`config.mk`:
```
export PLATFORM = sky130hd
export DESIGN_NAME = modred_issuer
export DESIGN_NICKNAME = d
export VERILOG_FILES = /design/src/rtl/modred_issuer.sv
export SDC_FILE = /design/constraint.sdc
export NUM_CORES = 1
export LEC_CHECK = 0
export ABC_AREA = 1
export BUFFER_PORTS_ARGS = -buffer_cell sky130_fd_sc_hd__clkbuf_2
export CAP_MARGIN = 20
export CORE_ASPECT_RATIO = 0.5
export CORE_MARGIN = 3
export CORE_UTILIZATION = 51
export CTS_CLUSTER_DIAMETER = 100
export DETAILED_ROUTE_END_ITERATION = 7
export HOLD_SLACK_MARGIN = 0.03
export PLACE_DENSITY = 0.76
export SKIP_CTS_REPAIR_TIMING = 1
export SYNTH_ARGS = -nofsm -noshare
export SYNTH_HDL_FRONTEND = slang
export SYNTH_SLANG_ARGS = --single-unit
```
`constraint.sdc`:
```
create_clock -name clk_i -period 5.5 [get_ports clk_i]
set_input_delay 1.1 -clock clk_i [delete_from_list [all_inputs] [get_ports clk_i]]
set_output_delay 1.1 -clock clk_i [all_outputs]
set_load 0.01 [all_outputs]
```
`src/rtl/modred_issuer.sv`:
```
// modred_issuer: buffers operands, issues one modular reduction job at a
// time to a serial reducer via start/valid, and returns x mod m on a stream.
//
// Ports:
//   clk_i, rst_ni       clock (rising edge), async active-low reset
//   m_i                 modulus, sampled per job when the operand is popped
//   in_valid_i/in_x_i   operand stream; in_ready_o = FIFO not full
//   red_start_o         one-cycle start pulse to the reducer
//   red_x_o/red_m_o     operand and modulus of the current job
//   red_m_bl_o          ceil(log2(m)) of the current job
//   red_valid_i         reducer done level; red_result_i its result
//   out_valid_o         result valid, held until out_ready_i
//   out_result_o        x mod m, or 0 when out_err_o (timeout)
//   out_x_o             echo of the job's x
//   busy_o              job in flight or operands queued
//   job_cnt_o           completed jobs, including aborted ones
module modred_issuer #(
    parameter int unsigned WIDTH          = 64,
    parameter int unsigned FIFO_DEPTH     = 4,
    parameter int unsigned TIMEOUT_CYCLES = 256
) (
    input  logic             clk_i,
    input  logic             rst_ni,
    input  logic [WIDTH-1:0] m_i,
    input  logic             in_valid_i,
    input  logic [WIDTH-1:0] in_x_i,
    output logic             in_ready_o,
    output logic             red_start_o,
    output logic [WIDTH-1:0] red_x_o,
    output logic [WIDTH-1:0] red_m_o,
    output logic [WIDTH-1:0] red_m_bl_o,
    input  logic             red_valid_i,
    input  logic [WIDTH-1:0] red_result_i,
    output logic             out_valid_o,
    output logic [WIDTH-1:0] out_result_o,
    output logic [WIDTH-1:0] out_x_o,
    output logic             out_err_o,
    input  logic             out_ready_i,
    output logic             busy_o,
    output logic [15:0]      job_cnt_o
);

    localparam int unsigned AW = $clog2(FIFO_DEPTH);
    localparam int unsigned CW = $clog2(TIMEOUT_CYCLES);

    localparam logic [AW:0]   CNT_ONE  = (AW+1)'(1);
    localparam logic [AW:0]   CNT_FULL = (AW+1)'(FIFO_DEPTH);
    localparam logic [AW-1:0] PTR_ONE  = AW'(1);
    localparam logic [CW-1:0] WCNT_ONE = CW'(1);
    localparam logic [CW-1:0] WCNT_END = CW'(TIMEOUT_CYCLES - 1);

    typedef enum logic [1:0] {
        S_IDLE,
        S_ISSUE,
        S_WAIT,
        S_OUT
    } state_t;

    state_t state;

    // ------------------------------------------------------------------
    // Operand FIFO
    // ------------------------------------------------------------------
    logic [WIDTH-1:0] mem [FIFO_DEPTH];
    logic [AW-1:0]    wr_ptr;
    logic [AW-1:0]    rd_ptr;
    logic [AW:0]      count;
    logic             push;
    logic             pop;

    assign in_ready_o = (count != CNT_FULL);
    assign push       = in_valid_i && in_ready_o;
    assign pop        = (state == S_IDLE) && (count != '0);
    assign busy_o     = (state != S_IDLE) || (count != '0);

    // Storage needs no reset: pointers and count define what is valid.
    always_ff @(posedge clk_i) begin
        if (push) begin
            mem[wr_ptr] <= in_x_i;
        end
    end

    always_ff @(posedge clk_i or negedge rst_ni) begin
        if (!rst_ni) begin
            wr_ptr <= '0;
            rd_ptr <= '0;
            count  <= '0;
        end else begin
            if (push) begin
                wr_ptr <= wr_ptr + PTR_ONE;
            end
            if (pop) begin
                rd_ptr <= rd_ptr + PTR_ONE;
            end
            unique case ({push, pop})
                2'b10:   count <= count + CNT_ONE;
                2'b01:   count <= count - CNT_ONE;
                default: count <= count;
            endcase
        end
    end

    // ------------------------------------------------------------------
    // Bit length: smallest k with 2^k >= m, i.e. one past the leading
    // one of (m - 1). m of 0 or 1 yields 0.
    // ------------------------------------------------------------------
    logic [WIDTH-1:0] m_dec;
    logic [WIDTH-1:0] m_bl_c;

    always_comb begin
        m_dec  = m_i - WIDTH'(1);
        m_bl_c = '0;
        if (m_i > WIDTH'(1)) begin
            for (int i = 0; i < int'(WIDTH); i++) begin
                if (m_dec[i]) begin
                    m_bl_c = WIDTH'(i + 1);
                end
            end
        end
    end

    // ------------------------------------------------------------------
    // Job sequencer
    // ------------------------------------------------------------------
    logic [CW-1:0] wcnt;
    logic          prev_valid;
    logic          done;

    // Only a rising edge counts: the reducer may still hold valid high
    // from the previous job when the next one starts.
    assign done = red_valid_i && !prev_valid;

    always_ff @(posedge clk_i or negedge rst_ni) begin
        if (!rst_ni) begin
            state        <= S_IDLE;
            red_start_o  <= 1'b0;
            red_x_o      <= '0;
            red_m_o      <= '0;
            red_m_bl_o   <= '0;
            out_valid_o  <= 1'b0;
            out_result_o <= '0;
            out_x_o      <= '0;
            out_err_o    <= 1'b0;
            job_cnt_o    <= '0;
            wcnt         <= '0;
            prev_valid   <= 1'b0;
        end else begin
            unique case (state)
                S_IDLE: begin
                    if (pop) begin
                        red_x_o     <= mem[rd_ptr];
                        red_m_o     <= m_i;
                        red_m_bl_o  <= m_bl_c;
                        red_start_o <= 1'b1;
                        state       <= S_ISSUE;
                    end
                end
                S_ISSUE: begin
                    red_start_o <= 1'b0;
                    wcnt        <= '0;
                    prev_valid  <= red_valid_i;
                    state       <= S_WAIT;
                end
                S_WAIT: begin
                    prev_valid <= red_valid_i;
                    // done takes priority over an expiring timeout
                    if (done) begin
                        out_result_o <= red_result_i;
                        out_x_o      <= red_x_o;
                        out_err_o    <= 1'b0;
                        out_valid_o  <= 1'b1;
                        state        <= S_OUT;
                    end else if (wcnt == WCNT_END) begin
                        out_result_o <= '0;
                        out_x_o      <= red_x_o;
                        out_err_o    <= 1'b1;
                        out_valid_o  <= 1'b1;
                        state        <= S_OUT;
                    end else begin
                        wcnt <= wcnt + WCNT_ONE;
                    end
                end
                S_OUT: begin
                    if (out_ready_i) begin
                        out_valid_o <= 1'b0;
                        job_cnt_o   <= job_cnt_o + 16'd1;
                        state       <= S_IDLE;
                    end
                end
                default: begin
                    state <= S_IDLE;
                end
            endcase
        end
    end

endmodule

```
Yosys cells after proc, flatten, opt, wreduce, memory -nomap -nowiden
Memory sizes are Yosys's and may differ from the RTL's. A register that Yosys moved wholly into a read port is not among the register bits.
Cells that the tools add are included.
W data, S select, Z words.
{ "op_classes": {"order_cmp": 1, "n_eq_ne": 12, "reduce_logical": 22, "addsub": 7, "n_mux": 87} }
{ "ops": {"columns": ["op", "n"], "rows": [
  ["$mux W64", 68],
  ["$gt A64 B1 Y1 const B", 1],
  ["$sub A64 B1 Y64 const B", 1],
  ["$add A16 B1 Y16 const B", 1],
  ["$mux W8", 2],
  ["$pmux W8 S2", 1],
  ["$reduce_bool A2 Y1", 6],
  ["$reduce_and A3 Y1", 3],
  ["$add A8 B1 Y8 const B", 1],
  ["$eq A8 B8 Y1 const B", 1],
  ["$mux W1", 8],
  ["$mux W2", 4],
  ["$ne A2 B2 Y1 const B", 4],
  ["$pmux W2 S4", 1],
  ["$reduce_and A2 Y1", 4],
  ["$eq A2 B2 Y1 const B", 3],
  ["$ne A3 B3 Y1 const B", 2],
  ["$pmux W3 S2", 1],
  ["$add A2 B1 Y2 const B", 2],
  ["$eq A2 B1 Y1 const B", 2],
  ["$pmux W1 S2", 2],
  ["$add A3 B1 Y3 const B", 1],
  ["$logic_and A1 B1 Y1", 3],
  ["$reduce_bool A3 Y1", 1],
  ["other kinds (5)", 6]
]} }
{ "totals": {"input_bits": 197, "mem_count": 1, "word_cells": 144, "output_inout_bits": 341, "mem_bits_rw": 256, "ff_bits": 293} }
{ "mem_list": {"columns": ["name", "depth", "width", "rd", "rd_ports_with_merged_regs", "write_ports", "line_no", "text"], "rows": [
  ["mem", 4, 64, 1, 1, 1, "64", "logic [WIDTH-1:0] mem [FIFO_DEPTH];"]
]} }

Longest topological paths before layout
Gate-level depths: netlist of the first run.
{ "logic_depth": {"ltp_word": 66, "depth_mapped": 67, "mapped_depth_nobuf": 67} }

Least setup slack after synthesis of the first run
No wires, ideal clock.
{ "synth_path": {"kind": "input port to flip-flop", "startpoint": "input m_i[0]", "endpoint": "register red_m_bl_o[0]", "path_slack_ns": 0.868, "arrival_time_ns": 4.515, "t_required_ns": 5.384, "path_buffers": 0, "stages": 61, "path_cell_list": "inv_1 ha_1 nand2_2 nor2_4 inv_2 nor2_2 a21oi_1 a21oi_1 nand2_1 nand2_1 nand2_1 nand2_1 nand2_1 nand2_1 nand2_1 nand2_1 nand2_1 nand2_1 [... 25 more ...] nand2_1 nand2_1 nand2_1 nand2_1 nand2_1 nand2_1 nand2_1 nand2_1 nand2_1 nand2_1 nand2_1 nand2_1 nand2_1 nand2_1 nand2_1 nand2_1 nand2_1 nand2_1"} }
{ "synth_between": {"elab_chain_len": 66, "elab_cells_between_ends": 67, "cone_classes": "1 x add/sub; 1 x order compare; 65 x mux"} }
{ "synth_lines": {"columns": ["element", "line_no", "text"], "rows": [
  ["start, declared", "24", "input logic [WIDTH-1:0] m_i,"],
  ["$sub A64 B1 Y64", "111", "m_dec = m_i - WIDTH'(1);"],
  ["$mux W1", "115", "if (m_dec[i]) begin"],
  ["$mux W64 (63 in a row)", "115", null],
  ["$mux W64 (*)", "113", "if (m_i > WIDTH'(1)) begin"],
  ["end signal, assigned", "153", "red_m_bl_o <= m_bl_c;"],
  ["end, declared", "31", "output logic [WIDTH-1:0] red_m_bl_o,"]
]} }
Every way passes the cells marked *; elsewhere a longest branch is shown, timed or not.
A chain may end at the register's enable or synchronous reset.

Worst setup path after layout of the first run
Same ends and word-level chain as after synthesis.

==> metrics.md, run 1 <==
| Metric | Value |
|---|---|
| Synth top area share | `around a third` |
| Most frequent cell after synthesis | `nand2_1` |
| # DRC | `0` |
| HP Class | `in -> async` |
| Num CTS Buffers | `47` |
| Initial antenna violation count | `11` |
| Yosys cell types | `41` |
| Detailed Route WL | `roughly 60 mm` |
| Post-synth top cells | `418 x nand2_1, 332 x nor2_1, 300 x dfrtp_1, 256 x edfxtp_1, 244 x o21ai_0` |
| Area Growth Syn to Fin | `18.62%` |
| Vias/cell | `about 5.2` |
| Clk Latency, worst-skew pair | `0.57 ns` |
| Worst path top cell family by delay | `simple AND/OR/NAND/NOR gates` |
| Antenna viol nets, final | `0` |
| Final #Nets | `2903` |
| Port bufs | `480` |
| Post-synth EDFFs | `~260` |
| CP max stage cell | `ha_1` |
| Fraction of layout cells with a size suffix above 1 | `around 22%` |
| Critical path capture point type | `flip-flop` |
| WP depth | `68` |
| Max_cap viols | `0` |
| Sequential area share after synthesis | `about 65%` |
| Cell Area, Synth | `0.02353 mm^2` |
| GRT Total Usage | `between 20% and 30%` |
| Clk sinks | `between 500 and 600` |
| Vias | `17473` |
| Die H | `between 150 and 200 um` |
| Async SR Flop Fraction | `a little over half` |
| Core ar. | `roughly 0.045 mm^2` |
| Max Clock Freq | `between 0.2 and 0.25 GHz` |
| Synth top area cells | `edfxtp_1 33%, dfrtp_1 32%, nand2_1 6.7%` |
| RR Startpoint | `wcnt[0]` |
| Final Hold Fails | `0` |
| Synth area leader | `edfxtp_1` |
| CP Max Fanout | `7` |
| Final period utilization | `85.93%` |
| WP buf/inv | `3` |
| Final Skew | `~0.026 ns` |
| I/O Pins | `about 540` |
| Pwr Total | `approximately 15000 uW` |
| Run status | `completed` |
| Drt initial violations | `1503` |
| Post-Syn Instances | `between 2000 and 2500` |
| CP startpoint | `m_i[0]` |
| First-pass DRT Iterations | `5` |
| Worst path arrival time | `between 5 and 6 ns` |
| H-tree depth | `2` |
| Fin area | `between 0.02 and 0.03 mm^2` |
| Detailed placer's ending HPWL | `43.51 mm` |
| Overall die width | `309.7 um` |
| Critical Path RT | `about 5.9 ns` |
| Longest Clk Path Bufs | `3` |
| Largest net degree at the start of global routing | `about 140` |
| Placer Congestion | `0.9723` |
| Final Slew Violations | `0` |
| VDD IR-drop max | `between 0.3 and 0.4 mV` |
| Tightest Pin Transition | `1.064 ns` |
| Placed Instance Area | `0.02635 mm^2` |
| Worst r2r path cells | `7` |
| Worst hold slack | `roughly 0.48 ns` |
| Site row count | `54` |
| Yosys reg bits | `around 560` |
| Global-route wire length before repair | `between 90 and 100 mm` |
| Grt total ovfl | `0` |
| Critical path type | `in -> reg` |
| CTS Root Cell | `clkbuf_16` |
| CTS tree | `yes` |
| Critical Path Max Stage Delay | `~0.28 ns` |
| Rel. slew slack | `28.93%` |
| WL/cell | `18.58 um` |
| Power per cell area | `536.9 mW/mm^2` |
| Setup violators final | `0` |
| Crit start category | `input port` |
| P_leak | `about 0.013 uW` |
| Synth warnings | `0` |
| Critical Path Most Common Cell | `nand2_1` |
| Number of global-route vias before repair | `~16000` |
| Die ar. | `~0.05 mm^2` |
| Leading register cell type out of synthesis | `dfrtp_1` |
| Starting Density | `between 50% and 60%` |
| Unrepaired setup endpoints after global routing | `false` |
| Setup TNS | `0 ns` |
| Average size of a mapped cell | `approximately 10 um^2` |
| Final worst path period need | `4.726 ns` |
| Clock transition at path regs | `0.07 ns` |
worst paths after layout:
check / to / slack, ns
max reg2reg: out_x_o[19] / 2.59
min: red_x_o[46] / 0.48
min reg2reg: job_cnt_o[15] / 0.48
max in group asynchronous: out_x_o[10] / 3.76
min in group clk_i: job_cnt_o[15] / 0.48
max: red_m_bl_o[0] / 0.77
cell type report:
class                           instances  area, um^2
Antenna cell                           11       27.53
Timing Repair Buffer                  499        2618
Tap cell                              588       735.7
Clock inverter                         25       215.2
Fill cell                            3547       16620
Inverter                              191       721.9
Sequential cell                       556       15200
Clock buffer                           63        1308
Multi-Input combinational cell       1396        7077
metrics by stage:
stage                     util (%)  instances  worst slack, ns
after floorplan                  -       2299           0.8683
after global placement       59.19       3230           0.2581
after detailed placement     59.19       3230           0.2735
after CTS                    62.61       3318           0.8637
after global routing         62.67       3329           0.1417
final                        62.67       3329           0.7736
kinds of logic after synthesis:
kind of cell | after synthesis | synth area share, %
buf+inv | 347 | 6.446
compound gates | 402 | 10.76
flops | 556 | 64.59
simple gates | 846 | 14.52
other cells | 1 | 0.01594
mux | 1 | 0.04786
xor+xnor | 75 | 2.792
fa+ha+maj | 15 | 0.8297
worst register-to-register path, stage by stage (launching register included):
cell and delay (ns):
dfrtp_1 0.40, ha_1 0.19, nand3_1 0.08, o41ai_1 0.63, nand2_4 0.67, buf_4 0.53, nand2_1 0.17, o21ai_0 0.10
registers in the layout (all words and copies together), names as in the netlist:
signal	cells
out_result_o	64
red_x_o	64
job_cnt_o	16
prev_valid	1
red_m_o	64
state	2
out_x_o	64
out_valid_o	1
wr_ptr	2
wcnt	8
rd_ptr	2
count	3
red_m_bl_o	7
out_err_o	1
mem	256
red_start_o	1
cells in the final DEF (no fill, tap or decap), drive strengths merged, types with 2 or more instances in the layout:
cell,Yosys,layout
conb,1,57
clkinv,0,22
xor2,60,60
a31oi,2,2
clkbuf,93,542
and3,2,2
o21ai,245,245
bufinv,0,2
nand4,15,15
edfxtp,256,256
a21oi,15,15
dfrtp,300,300
nor4,9,9
o21bai,2,2
diode,0,11
o41ai,2,2
buf,63,20
nor2,340,340
nand3,32,32
xnor2,15,15
ha,14,14
o32ai,64,64
nand3b,3,3
nor3,22,22
inv,191,191
a22o,66,66
o22ai,3,3
nand2,421,421
report_power, final:
group / total, uW / leakage [uW] / internal [uW] / switching [uW]
combinational: 5110 / 0.00584 / 1810 / 3300
clock: 3300 / 0.000746 / 1780 / 1510
sequential: 6580 / 0.00612 / 5790 / 788
total: 15000 / 0.0127 / 9380 / 5600
per-layer routing:
| layer | vias to the layer above | wire [um] | share of wire, % | track usage (%) |
|---|---|---|---|---|
| met1 | 8532 | 25050 | 41 | 31.73 |
| met5 | - | 0 | 0 | 0 |
| li1 | 8336 | - | - | - |
| met2 | 498 | 31430 | 51 | 42.33 |
| met4 | 0 | 2226 | 3.6 | 9.036 |
| met3 | 107 | 3122 | 5.0 | 4.104 |
(Power assumes the default switching activity.)
==> run 2: changes to the inputs <==
--- a/config.mk
+++ b/config.mk
@@ -8,13 +8,15 @@
 export ABC_AREA = 1
 export BUFFER_PORTS_ARGS = -buffer_cell sky130_fd_sc_hd__clkbuf_2
 export CAP_MARGIN = 20
+export CELL_PAD_IN_SITES_DETAIL_PLACEMENT = 1
+export CELL_PAD_IN_SITES_GLOBAL_PLACEMENT = 2
 export CORE_ASPECT_RATIO = 0.5
 export CORE_MARGIN = 3
-export CORE_UTILIZATION = 51
+export CORE_UTILIZATION = 34
 export CTS_CLUSTER_DIAMETER = 100
 export DETAILED_ROUTE_END_ITERATION = 7
 export HOLD_SLACK_MARGIN = 0.03
-export PLACE_DENSITY = 0.76
+export PLACE_DENSITY_LB_ADDON = 0.1
 export SKIP_CTS_REPAIR_TIMING = 1
 export SYNTH_ARGS = -nofsm -noshare
 export SYNTH_HDL_FRONTEND = slang
==> run 2 against run 1 <==
Compared with the run above:
- die area grew 48%
- combinational power shrank 1%
- first-iteration DRC count shrank 52%
- via count shrank 1.4%
- worst setup slack gained 0.17 ns
- sequential share of layout area shrank 1.2 points
- sequential power barely moved
- clock-buffer cell count fell by 1
- sequential cell count did not move
- critical path type unchanged
- highest routed layer unchanged
==> metrics.md, run 2 (synthesized netlist as in run 1, its figures left out) <==
| Metric | Value |
|---|---|
| Max FFs per register | `256 (unchanged)` |
| Number of global-route vias before repair | `17958 (was 16418)` |
| CTS tree | `yes (unchanged)` |
| Overall die width | `378 um (was 309.7 um)` |
| Run status | `completed (unchanged)` |
| Final worst path period need | `4.556 ns (was 4.726 ns)` |
| Unrepaired setup endpoints after global routing | `false (unchanged)` |
| Power per cell area | `541.7 mW/mm^2 (was 536.9 mW/mm^2)` |
| Final Slew Violations | `0 (unchanged)` |
| CP Max Fanout | `4 (was 7)` |
| HP Class | `reg -> reg (was in -> async)` |
| Critical Path Max Stage Delay | `0.24 ns (was 0.28 ns)` |
| Pwr Total | `15460 uW (was 14980 uW)` |
| Drt initial violations | `721 (was 1503)` |
| Vias/cell | `4.732 (was 5.249)` |
| Area Growth Syn to Fin | `21.31% (was 18.62%)` |
| Rel. slew slack | `33.40% (was 28.93%)` |
| Footprint of the multi-input gates | `0.007077 mm^2 (unchanged)` |
| Final core utilization | `42.13% (was 62.67%)` |
| Global-route wire length before repair | `105.3 mm (was 93.47 mm)` |
| Detailed Route WL | `68.27 mm (was 61.84 mm)` |
| Longest Clk Path Bufs | `3 (unchanged)` |
| Clock transition at path regs | `0.06 ns (was 0.07 ns)` |
| Antenna viol nets, final | `0 (unchanged)` |
| Critical Path Most Common Cell | `nand2_1 (unchanged)` |
| Worst path arrival time | `5.03 ns (was 5.17 ns)` |
| Critical path capture point type | `flip-flop (unchanged)` |
| Crit start category | `input port (unchanged)` |
| Fillers | `7673 (was 3547)` |
| Die H | `192 um (was 157.9 um)` |
| I/O Pins | `538 (unchanged)` |
| Clk Latency, worst-skew pair | `0.62 ns (was 0.57 ns)` |
| Starting Density | `34.73% (was 52.84%)` |
| Clk sinks | `556 (unchanged)` |
| CP max stage cell | `ha_1 (unchanged)` |
| Tightest Pin Transition | `0.9990 ns (was 1.064 ns)` |
| Port bufs | `480 (unchanged)` |
| Biggest register | `mem (unchanged)` |
| Final Skew | `0.03890 ns (was 0.02618 ns)` |
| Detailed placer's ending HPWL | `47.01 mm (was 43.51 mm)` |
| Critical path type | `in -> reg (unchanged)` |
| Largest net degree at the start of global routing | `110 (was 143)` |
| CTS Root Cell | `clkbuf_16 (unchanged)` |
| WL/cell | `18.74 um (was 18.58 um)` |
| Placer Congestion | `0.7902 (was 0.9723)` |
| Max Clock Freq | `0.2195 GHz (was 0.2116 GHz)` |
| Num CTS Buffers | `52 (was 47)` |
| Initial antenna violation count | `3 (was 11)` |
| NetSw | `5752 uW (was 5603 uW)` |
| Storage element area | `0.01520 mm^2 (unchanged)` |
| Fraction of layout cells with a size suffix above 1 | `22.61% (was 22.01%)` |
| GRT Total Usage | `18.49% (was 24.56%)` |
| VDD IR-drop max | `0.2500 mV (was 0.3484 mV)` |
| Critical Path RT | `5.98 ns (was 5.94 ns)` |
| Placed Cells | `3542 (was 3230)` |
| Power share of the sequential group | `42.7% (was 43.9%)` |
| H-tree depth | `2 (unchanged)` |
| P_leak | `0.01284 uW (was 0.01270 uW)` |
| Clock network power share | `24.6% (was 22.0%)` |
| Die ar. | `0.07258 mm^2 (was 0.04890 mm^2)` |
| First-pass DRT Iterations | `4 (was 5)` |
| Grt total ovfl | `0 (unchanged)` |
| Commonest non-fill, non-tap cell in the layout | `clkbuf_2 (unchanged)` |
| Non-Filler Instances | `3642 (was 3329)` |
| P_int | `9707 uW (was 9380 uW)` |
| Max_cap viols | `0 (unchanged)` |
| Switch share | `37.21% (was 37.40%)` |
| Most frequent cells in the layout | `479 x clkbuf_2, 416 x nand2_1, 327 x nor2_1 (unchanged)` |
| Setup TNS | `0 ns (unchanged)` |
| Vias | `17234 (was 17473)` |
| Final Hold Fails | `0 (unchanged)` |
| Core ar. | `0.06774 mm^2 (was 0.04453 mm^2)` |
| Final #Nets | `2911 (was 2903)` |
| Setup violators final | `0 (unchanged)` |
| Final period utilization | `82.84% (was 85.93%)` |
| Logic pwr share | `32.7% (was 34.1%)` |
| Site row count | `67 (was 54)` |
| # DRC | `0 (unchanged)` |
## run 2: changes by cell type in the layout (fill, tap and decap cells not counted), sizes merged
cell,before,now
bufinv,2,6
clkinv,22,23
clkbuf,542,541
diode,11,3
clkinvlp,1,6
buf,20,23
## run 2: cell type report
cell class	instances	area share [%]
Clock inverter	35	1.364
Clock buffer	62	4.906
Timing Repair Buffer	502	9.163
Sequential cell	556	53.27
Multi-Input combinational cell	1396	24.80
Inverter	191	2.539
Antenna cell	3	0.02631
Tap cell	897	3.933
## run 2: per-stage QoR
step	worst slack (ns)	instance area, um^2	hold slack [ns]
floorplan	0.8683	23740	0.4465
global placement	0.2457	26740	0.4602
detailed placement	0.2671	26740	0.4642
CTS	0.9018	28530	0.4787
global route	0.002806	28540	0.4963
finish	0.9440	28540	0.4716
## run 2: critical path: cells and delay by family
family	cells	cell delay, ns
xor+xnor	1	0.20
fa+ha+maj	1	0.24
buf+inv	3	0.30
simple gates	60	3.18
## run 2: routing by layer
metal,global-route usage [%],wire (um),part of all wire [%]
met5,0,0,0
met4,4.495,1299,1.9
met2,33.69,35460,52
met3,3.238,2414,3.5
met1,22.77,29090,43
## run 2: final timing paths
check	cells past startpoint	endpoint	slack, ns	startpoint
worst max register to register	6	red_x_o[31]	2.51	rd_ptr[0]
worst max-delay path	65	red_m_bl_o[0]	0.94	m_i[1]
max in group asynchronous	2	rd_ptr[0]	3.80	rst_ni
min in group asynchronous	1	red_m_o[33]	0.48	rst_ni
worst min register to register	1	count[0]	0.47	count[0]
worst min-delay path	1	count[0]	0.47	count[0]
## run 2: power groups by stage
stage | clock (uW) | combinational, uW | sequential, uW
2_1_floorplan | 0 | 2650 | 6910
3_3_place_gp | 0 | 5120 | 6670
3_5_place_dp | 0 | 5190 | 6700
4_1_cts | 3940 | 5220 | 6630
5_1_grt | 4120 | 5730 | 6800
6_report | 3800 | 5050 | 6610
==> run 3: changes to the inputs <==
--- a/config.mk
+++ b/config.mk
@@ -12,7 +12,7 @@
 export CELL_PAD_IN_SITES_GLOBAL_PLACEMENT = 2
 export CORE_ASPECT_RATIO = 0.5
 export CORE_MARGIN = 3
-export CORE_UTILIZATION = 34
+export CORE_UTILIZATION = 31
 export CTS_CLUSTER_DIAMETER = 100
 export DETAILED_ROUTE_END_ITERATION = 7
 export HOLD_SLACK_MARGIN = 0.03
==> constraint.sdc (replaced) <==
create_clock -name clk_i -period 4.19 [get_ports clk_i]
set_input_delay 0.838 -clock clk_i [delete_from_list [all_inputs] [get_ports clk_i]]
set_output_delay 0.838 -clock clk_i [all_outputs]
set_load 0.01 [all_outputs]
==> run 3 against run 2 <==
Compared with the run above:
- clock power increased by 29%
- cell area increased by 4.5%
- core utilization decreased by 1.9 points
- hold slack got worse by 0.36 ns
- sequential share of layout area decreased by 2.3 points
- worst setup slack got worse by 0.93 ns
- routed wire length increased by 3.7%
- sequential power increased by 31%
- cell count increased by 6.8%
- via count increased by 2.6%
- non-clock buffer count increased by 130
- critical endpoint unchanged
- highest routed layer unchanged
==> metrics.md, run 3 (synthesized netlist as in run 1, its figures left out) <==
| Metric | Value |
|---|---|
| Run status | `completed (unchanged)` |
| Starting Density | `31.75% (was 34.73%)` |
| Power share of the sequential group | `42.5% (was 42.7%)` |
| Final Slew Violations | `0 (unchanged)` |
| NetSw | `7549 uW (was 5752 uW)` |
| Antenna viol nets, final | `0 (unchanged)` |
| Power per cell area | `683.3 mW/mm^2 (was 541.7 mW/mm^2)` |
| P_leak | `0.01351 uW (was 0.01284 uW)` |
| Site row count | `70 (was 67)` |
| Drt initial violations | `634 (was 721)` |
| Final Hold Fails | `0 (unchanged)` |
| Critical path type | `in -> reg (unchanged)` |
| Port bufs | `480 (unchanged)` |
| Area Growth Syn to Fin | `26.77% (was 21.31%)` |
| Biggest register | `mem (unchanged)` |
| Number of global-route vias before repair | `18727 (was 17958)` |
| P_int | `12830 uW (was 9707 uW)` |
| Clk sinks | `556 (unchanged)` |
| Initial antenna violation count | `4 (was 3)` |
| Crit start category | `input port (unchanged)` |
| Overall die width | `395.6 um (was 378 um)` |
| Placer Congestion | `0.7919 (was 0.7902)` |
| CP Capture Point | `red_m_bl_o[0] (unchanged)` |
| Commonest non-fill, non-tap cell in the layout | `clkbuf_2 (unchanged)` |
| Max FFs per register | `256 (unchanged)` |
| Global-route wire length before repair | `110.2 mm (was 105.3 mm)` |
| GRT Total Usage | `17.54% (was 18.49%)` |
| Final Skew | `0.02392 ns (was 0.03890 ns)` |
| Vias | `17676 (was 17234)` |
| CP Max Fanout | `4 (unchanged)` |
| Grt total ovfl | `0 (unchanged)` |
| Fillers | `8369 (was 7673)` |
| Clk Latency, worst-skew pair | `0.63 ns (was 0.62 ns)` |
| Critical Path Max Stage Delay | `0.20 ns (was 0.24 ns)` |
| Rel. slew slack | `43.09% (was 33.40%)` |
| Longest Clk Path Bufs | `3 (unchanged)` |
| Worst path arrival time | `4.72 ns (was 5.03 ns)` |
| Critical path capture point type | `flip-flop (unchanged)` |
| Switch share | `37.05% (was 37.21%)` |
| Final worst path period need | `between 4 and 5 ns` |
| Die H | `200.8 um (was 192 um)` |
| Max_cap viols | `0 (unchanged)` |
| Setup violators final | `0 (unchanged)` |
| Max Clock Freq | `around 0.24 GHz` |
| Clock transition at path regs | `0.06 ns (about the same)` |
| Vias/cell | `4.546 (was 4.732)` |
| Logic pwr share | `33.3% (was 32.7%)` |
| Placed Instance Area | `0.02788 mm^2 (was 0.02674 mm^2)` |
| Placed Cells | `3775 (was 3542)` |
| Unrepaired setup endpoints after global routing | `true (was false)` |
| Critical Path Most Common Cell | `nand2_1 (unchanged)` |
| CP max stage cell | `xor2_1 (was ha_1)` |
| Critical Path RT | `4.74 ns (was 5.98 ns)` |
| Detailed placer's ending HPWL | `49.77 mm (was 47.01 mm)` |
| Fraction of layout cells with a size suffix above 1 | `26.53% (was 22.61%)` |
| WL/cell | `18.21 um (was 18.74 um)` |
| Core ar. | `0.07410 mm^2 (was 0.06774 mm^2)` |
| I/O Pins | `538 (unchanged)` |
| Clock network power share | `24.2% (was 24.6%)` |
| Most frequent cells in the layout | `477 x clkbuf_2, 414 x nand2_1, 323 x nor2_1 (was 479 x clkbuf_2, 416 x nand2_1, 327 x nor2_1)` |
| RR Startpoint | `wcnt[0] (was rd_ptr[0])` |
| Worst r2r path cells | `6 (unchanged)` |
| Fin area | `0.02982 mm^2 (was 0.02854 mm^2)` |
| Die ar. | `0.07943 mm^2 (was 0.07258 mm^2)` |
| R2r endpoint | `out_result_o[12] (was red_x_o[31])` |
| Final period utilization | `between 90% and 100%` |
| First-pass DRT Iterations | `5 (was 4)` |
| CTS Root Cell | `clkbuf_16 (unchanged)` |
| Tightest Pin Transition | `0.8537 ns (was 0.9990 ns)` |
| Final #Nets | `3043 (was 2911)` |
| HP Class | `in -> async (was reg -> reg)` |
| Largest net degree at the start of global routing | `157 (was 110)` |
| Register-to-register setup slack | `1.39 ns (was 2.51 ns)` |
| CTS tree | `yes (unchanged)` |
| Non-Filler Instances | `3888 (was 3642)` |
| Num CTS Buffers | `54 (was 52)` |
| Detailed Route WL | `70.79 mm (was 68.27 mm)` |
| # DRC | `0 (unchanged)` |
| VDD IR-drop max | `0.3737 mV (was 0.2500 mV)` |
| CP startpoint | `m_i[0] (was m_i[1])` |
| H-tree depth | `2 (unchanged)` |
==> run 3: power by group through the flow <==
stage	clock network (uW)	registers, uW	logic (uW)
after global placement	0	8750	6910
after global routing	5360	8920	7700
after floorplan	0	9070	3470
after CTS	5130	8710	7040
final	4920	8660	6790
after detailed placement	0	8790	7010
==> run 3: layout make-up <==
type                            instances  area (um^2)  area share [%]
Clock inverter                         19        224.0          0.7510
Antenna cell                            4        10.01         0.03356
Sequential cell                       556        15200           50.98
Clock buffer                           82         1558           5.223
Inverter                              191        730.7           2.450
Multi-Input combinational cell       1396         7186           24.09
Timing Repair Buffer                  632         3651           12.24
Tap cell                             1008         1261           4.229
==> run 3: worst min path at each step <==
| stage | start | to | cells after the start |
|---|---|---|---|
| finish | rst_ni | out_x_o[58] | 1 |
| global route | rst_ni | out_x_o[59] | 1 |
| CTS | rst_ni | out_x_o[58] | 1 |
| detailed placement | job_cnt_o[15] | job_cnt_o[15] | 1 |
| global placement | job_cnt_o[15] | job_cnt_o[15] | 1 |
| floorplan | count[0] | count[0] | 1 |
==> run 3: metrics by stage <==
stage                     hold WS [ns]  util (%)  setup TNS (ns)  total power (uW)  setup slack (ns)
after floorplan                 0.4465         -        -0.01604             12550          -0.01604
after global placement          0.4616     37.63          -3.797             15660           -0.6550
after detailed placement        0.4657     37.63          -4.211             15810           -0.7110
after CTS                      0.07770     40.03         -0.1417             20880          -0.05839
after global routing           0.08530     40.25          -1.984             21980           -0.6818
final                           0.1141     40.25               0             20380           0.01653
==> run 3: worst max-delay path, delay by kind of cell <==
family                 cells  cell delay, ns
XOR/XNOR                   1            0.20
buffers and inverters      3            0.34
AND/OR/NAND/NOR           60            3.31
==> run 3: routing by layer <==
metal | wire length, um | up-vias | global-route usage [%]
li1 | - | 8583 | -
met5 | 0 | - | 0
met3 | 2316 | 85 | 2.854
met2 | 36730 | 228 | 31.80
met4 | 1502 | 0 | 4.467
met1 | 30240 | 8780 | 21.67
